--- src/rtl/serial_pkg.sv ---
// Shared definitions for the bit-serial subtractor.
// Holds the FSM state encoding and the default operand width.
package serial_pkg;

    localparam int DEFAULT_WIDTH = 8;

    typedef enum logic [1:0] {
        IDLE  = 2'd0,
        SHIFT = 2'd1,
        DONE  = 2'd2
    } state_t;

endpackage

--- src/rtl/full_subtractor.sv ---
// One-bit full subtractor cell: d = x - y - bin.
// Purely combinational; the borrow is held by the parent.
module full_subtractor (
    input  logic x,
    input  logic y,
    input  logic bin,
    output logic d,
    output logic bout
);

    assign d    = x ^ y ^ bin;
    assign bout = (~x & y) | (~(x ^ y) & bin);

endmodule

--- src/rtl/serial_subtractor.sv ---
// Bit-serial unsigned subtractor, LSB first, one bit per clock.
// Result and final borrow are registered and held until the next DONE.
module serial_subtractor
    import serial_pkg::*;
#(
    parameter int WIDTH = DEFAULT_WIDTH
) (
    input  logic             clk,
    input  logic             rst,
    input  logic             start,
    input  logic [WIDTH-1:0] a,
    input  logic [WIDTH-1:0] b,
    output logic             busy,
    output logic             done,
    output logic [WIDTH-1:0] diff,
    output logic             borrow_out
);

    localparam int CW = $clog2(WIDTH) + 1;

    state_t           state_q, state_d;
    logic [WIDTH-1:0] a_q, a_d;
    logic [WIDTH-1:0] b_q, b_d;
    logic [WIDTH-1:0] res_q, res_d;
    logic [WIDTH-1:0] diff_q, diff_d;
    logic             br_q, br_d;
    logic             borrow_q, borrow_d;
    logic [CW-1:0]    cnt_q, cnt_d;

    logic             fs_d;
    logic             fs_bout;
    logic [WIDTH-1:0] res_next;

    full_subtractor u_fs (
        .x    (a_q[0]),
        .y    (b_q[0]),
        .bin  (br_q),
        .d    (fs_d),
        .bout (fs_bout)
    );

    assign res_next = {fs_d, res_q[WIDTH-1:1]};

    // Next-state and datapath: load, shift one bit, publish result.
    always_comb begin
        state_d  = state_q;
        a_d      = a_q;
        b_d      = b_q;
        res_d    = res_q;
        diff_d   = diff_q;
        br_d     = br_q;
        borrow_d = borrow_q;
        cnt_d    = cnt_q;
        case (state_q)
            IDLE: begin
                if (start) begin
                    a_d     = a;
                    b_d     = b;
                    br_d    = 1'b0;
                    cnt_d   = '0;
                    state_d = SHIFT;
                end
            end
            SHIFT: begin
                a_d   = a_q >> 1;
                b_d   = b_q >> 1;
                res_d = res_next;
                br_d  = fs_bout;
                cnt_d = cnt_q + CW'(1);
                if (cnt_q == CW'(WIDTH - 1)) begin
                    diff_d   = res_next;
                    borrow_d = fs_bout;
                    state_d  = DONE;
                end
            end
            DONE: begin
                state_d = IDLE;
            end
            default: begin
                state_d = IDLE;
            end
        endcase
    end

    // State and datapath registers with synchronous reset.
    always_ff @(posedge clk) begin
        if (rst) begin
            state_q  <= IDLE;
            a_q      <= '0;
            b_q      <= '0;
            res_q    <= '0;
            diff_q   <= '0;
            br_q     <= 1'b0;
            borrow_q <= 1'b0;
            cnt_q    <= '0;
        end else begin
            state_q  <= state_d;
            a_q      <= a_d;
            b_q      <= b_d;
            res_q    <= res_d;
            diff_q   <= diff_d;
            br_q     <= br_d;
            borrow_q <= borrow_d;
            cnt_q    <= cnt_d;
        end
    end

    assign busy       = (state_q != IDLE);
    assign done       = (state_q == DONE);
    assign diff       = diff_q;
    assign borrow_out = borrow_q;

endmodule

--- config.mk ---
export PLATFORM = sky130hd
export DESIGN_NAME = serial_subtractor
export DESIGN_NICKNAME = d
export VERILOG_FILES = /design/src/rtl/serial_pkg.sv /design/src/rtl/full_subtractor.sv /design/src/rtl/serial_subtractor.sv
export SDC_FILE = /design/constraint.sdc
export NUM_CORES = 1
export LEC_CHECK = 0
export ABC_CLOCK_PERIOD_IN_PS = 2050
export CAP_MARGIN = 0
export CORE_MARGIN = 3
export CORE_UTILIZATION = 55
export CTS_CLUSTER_SIZE = 10
export DETAILED_ROUTE_END_ITERATION = 10
export GPL_ROUTABILITY_DRIVEN = 0
export MAX_ROUTING_LAYER = met4
export PLACE_DENSITY_LB_ADDON = 0.3
export SYNTH_ARGS = -nofsm -noshare
export SYNTH_HDL_FRONTEND = slang
export SYNTH_HIERARCHICAL = 1
export SYNTH_SLANG_ARGS = --single-unit
--- constraint.sdc ---
create_clock -name clk -period 2.05 [get_ports clk]
set_input_delay 0.615 -clock clk [delete_from_list [all_inputs] [get_ports clk]]
set_output_delay 0.615 -clock clk [all_outputs]
set_load 0.03 [all_outputs]
After elaboration in Yosys (flattened, before gate mapping)
Cells that the tools add are included.

Register bits after elaboration: 40. Output and inout port bits: 11.

Bitwise logic cells: 7. Reduce and logical (&&, ||, !) cells: 6. $add $sub $neg: 1. Eq/ne operators: 5. Mux-type cells: 11.

Operators by type and width (number): 8-bit one-hot mux with 2 select lines (2); 8-bit 2-to-1 mux (2); 4-bit one-hot mux with 2 select lines (1); 2-bit AND reduction (3); 4-bit by 1-bit adder with 4-bit output, second input constant (1); 4-bit by 3-bit == test with 1-bit output, second input constant (1); 2-bit 2-to-1 mux (2); 4-bit 2-to-1 mux (1); 2-bit != test, second input constant (2); 2-bit one-hot mux with 2 select lines (1); 2-bit nonzero test (2); 1-bit bitwise AND (2); 2-bit by 1-bit == test with 1-bit output, second input constant (1); 2-bit == test, second input constant (1); 2-bit logical NOT (1); 1-bit NOT (2); 1-bit one-hot mux with 2 select lines (1); 1-bit bitwise XOR (2); 1-bit 2-to-1 mux (1); 1-bit OR (1).

Longest topological paths before layout
Depth in word-level cells: 5. Mapped depth: 5.

By module
Netlist, hierarchy kept.

Modules (own cells, without submodules): serial_subtractor (instances 1, seq. area each 780.7 µm², area each 1747.9 µm², cells each 193); full_subtractor (instances 1, seq. area each 0.0 µm², area each 31.3 µm², cells each 4).

Worst setup path after synthesis
Ideal clock, no wire load.

Path type: register to output. Start point: reg state_q[1]. End point: out done. Cell stages (with the launch flop): 4. Data required time: 1.435 ns. Buffers on the path: 2. Arrival: 1.181 ns. Setup slack: 0.254 ns. Cell sequence: dfxtp_1 buf_6 clkbuf_1 nor2b_1.

Longest elaborated chain between the ends: 1.

RTL lines: from (decl) (RTL line serial_subtractor.sv:21) `state_t state_q, state_d;`; from (signal assigned) (RTL line serial_subtractor.sv:97) `state_q <= state_d;`; 2-bit == test (RTL line serial_subtractor.sv:109) `assign done = (state_q == DONE);`; to (decl) (RTL line serial_subtractor.sv:14) `output logic done,`.

No other way between the ends.

Final worst setup path
Start point: reg diff_q[1] (netlist: diff[1]). End point: out diff[1].

RTL lines: from (decl) (RTL line serial_subtractor.sv:25) `logic [WIDTH-1:0] diff_q, diff_d;`; from (signal assigned) (RTL line serial_subtractor.sv:101) `diff_q <= diff_d;`; to (decl) (RTL line serial_subtractor.sv:15) `output logic [WIDTH-1:0] diff,`.

No word-level cell between the ends.

==> impl_metrics.env <==
export IMPL_status="complete, no violations"
export IMPL_cts_tree="yes"
export IMPL_clock_fmax_mhz=502
export IMPL_die_h_um=62.9
export IMPL_rr_endpoint="diff[4]"
export IMPL_grt_pass1_vias=1421
export IMPL_ys_flop_type="dfxtp_1"
export IMPL_area_growth_pct=21.4
export IMPL_regArea_sq_um=781
export IMPL_drv_cap=0
export IMPL_reg2regPathDepth=4
export IMPL_critPathMaxStageDelay_ns=0.67
export IMPL_worstHoldPathCells=2
export IMPL_p_per_area_nw_per_um2=700
export IMPL_antenna_found_initial=0
export IMPL_worstSetupPathType="flip-flop to primary output"
export IMPL_peakVddDrop_mv=0.390
export IMPL_synthCells=197
export IMPL_syn_area_sq_um=1780
export IMPL_port_buffers=29
export IMPL_nFillCells=267
export IMPL_drive_gt1_frac=0.101
export IMPL_cts_setup_buffers=0
export IMPL_drtIter0Drc=60
export IMPL_grt_pass1_wl_um=6400
export IMPL_clk_pin_slew_ns=0.12
export IMPL_hp_start="res_q[1]"
export IMPL_finalClockSkew_ns=0.0124
export IMPL_final_max_slew_viol_count=0
export IMPL_whs_endpoint="res_q[1]"
export IMPL_yosysSeqAreaShare=0.439
export IMPL_r2r_start="cnt_q[0]"
export IMPL_final_cell_mix="dfxtp_1 (39), nand2b_1 (29), clkdlybuf4s50_1 (26)"
export IMPL_min_period_ns=1.99
export IMPL_ant_nets=0
export IMPL_leakage_nw=0.818
export IMPL_ys_async_sr_fraction=0
export IMPL_startpoint_type="flip-flop"
export IMPL_synth_nets=218
export IMPL_crit_fanout=2
export IMPL_cts_hold_buf=0
export IMPL_setup_violations=0
export IMPL_h_tree_depth=2
export IMPL_cpLargestDelayFamily="buffers and inverters"
export IMPL_path_cells="clkdlybuf4s50_1"
export IMPL_drtPass1Iterations=5
export IMPL_worstPathRequired_ns=1.43
export IMPL_cts_root_buffer="clkbuf_4"
export IMPL_routedWlPerCell_um=13.5
export IMPL_wl_um=3650
export IMPL_worst_pin_slew_ns=0.576
export IMPL_grtUsageTotal=0.207
export IMPL_yosysWarningCount=6
export IMPL_antennaDiodeCount=0
export IMPL_whs_ns=0.469
export IMPL_cts_buffer_depth=2
export IMPL_clock_latency_ns=0.35
export IMPL_synth_edf_count=0
export IMPL_end_kind="primary output"
export IMPL_cts_buffers=5
export IMPL_die_w_um=62.9
export IMPL_crit_arrival_ns=1.38
export IMPL_slew_headroom=0.615
export IMPL_ios=30
export IMPL_fin_nets=247
export IMPL_drcViolationCount=0
export IMPL_slowest_stage="clkdlybuf4s50_1"
export IMPL_multi_input_area_sq_um=898
export IMPL_syn_area_per_cell_sq_um=9.03
export IMPL_grt_overflow=0
export IMPL_start_util=0.578
export IMPL_row_count=20
export IMPL_r2r_slack_ns=0.45
export IMPL_power_mw=1.51
export IMPL_grt_setup_unrepaired="no"
export IMPL_critPathBufInv=1
export IMPL_finalHoldViolations=0
export IMPL_grt_max_degree=33
export IMPL_hp_class="flip-flop to flip-flop"
export IMPL_finalNonFillerCells=271
export IMPL_yosysUniqueCellTypes=31
export IMPL_clock_sinks=39
export IMPL_coreArea_sq_um=3080
export IMPL_layout_commonest_cell="dfxtp_1"
export IMPL_synth_seq_cells=39
export IMPL_timing_final_crit_share=0.971
export IMPL_die_area_sq_um=3950
export IMPL_cts_resized=1
export IMPL_dp_hpwl_um=2610
export IMPL_num_vias=1446
export IMPL_vias_per_cell=5.34
export IMPL_post_route_util=0.702
export IMPL_dp_cells=263
cell families after synthesis:
group,share of synthesized area
AND/OR/NAND/NOR,0.322
multiplexers,0.0563
flip-flops,0.439
AO/OA/AOI/OAI,0.108
adder cells (fa/ha/maj),0.0183
buffers and inverters,0.0563
cell usage after synthesis (4+ instances only):
cell,number,area share
a22o_1,4,0.020
a21oi_1,18,0.051
buf_6,4,0.025
nor2b_1,4,0.014
mux2i_1,10,0.056
nand2_1,17,0.036
nor2_1,14,0.030
buf_2,5,0.014
nor3_1,11,0.031
dfxtp_1,39,0.44
or3b_2,4,0.020
nand2b_1,29,0.10
clkbuf_1,5,0.011
or3b_1,7,0.034
metrics by stage:
step                      cell area, sq um  worst slack, ns  TNS [ns]
after global routing                  2160          0.00195         0
after detailed placement              2090          -0.0908    -0.579
after CTS                             2150           0.0385         0
after floorplan                       1780            0.254         0
final                                 2160           0.0595         0
after global placement                2090          -0.0160   -0.0359
report_power, final:
part | switching (mW) | internal (mW) | leakage, nW
Clock | 0.251 | 0.202 | 0.0386
Sequential | 0.0248 | 0.799 | 0.318
Combinational | 0.114 | 0.120 | 0.461
state kept, by name (all words and copies together) (netlist names):
signal,flops
a_q,8
b_q,8
diff,8
res_q,7
cnt_q,4
state_q,2
borrow_out,1
br_q,1
worst register-to-register path: cells and delay by family, from the launching register on:
family	cells	cell delay (ns)
flops	1	0.38
fa+ha+maj	1	0.19
simple gates	2	0.70
mux	1	0.26
worst max path at each step:
stage,from,end,cells after the start
after global placement,start,a_q[1],5
final,diff[1],diff[1],1
after detailed placement,start,a_q[2],5
after floorplan,state_q[1],done,3
after CTS,state_q[0],busy,3
after global routing,diff[6],diff[6],1
layout make-up:
cell class	instances	share of cell area
inverter	3	0.00521
timing repair buffer	36	0.160
tap	44	0.0255
sequential	39	0.362
multi-input combinational	141	0.416
clock buffer	8	0.0319
routing by layer:
metal | global-route usage | part of all wire | vias up
li1 | - | - | 721
met1 | 0.261 | 0.45 | 689
met2 | 0.319 | 0.49 | 29
met3 | 0.0504 | 0.038 | 7
met4 | 0.0826 | 0.019 | 0
met5 | - | 0 | -
Note: power is estimated with default switching activity, not from simulation.
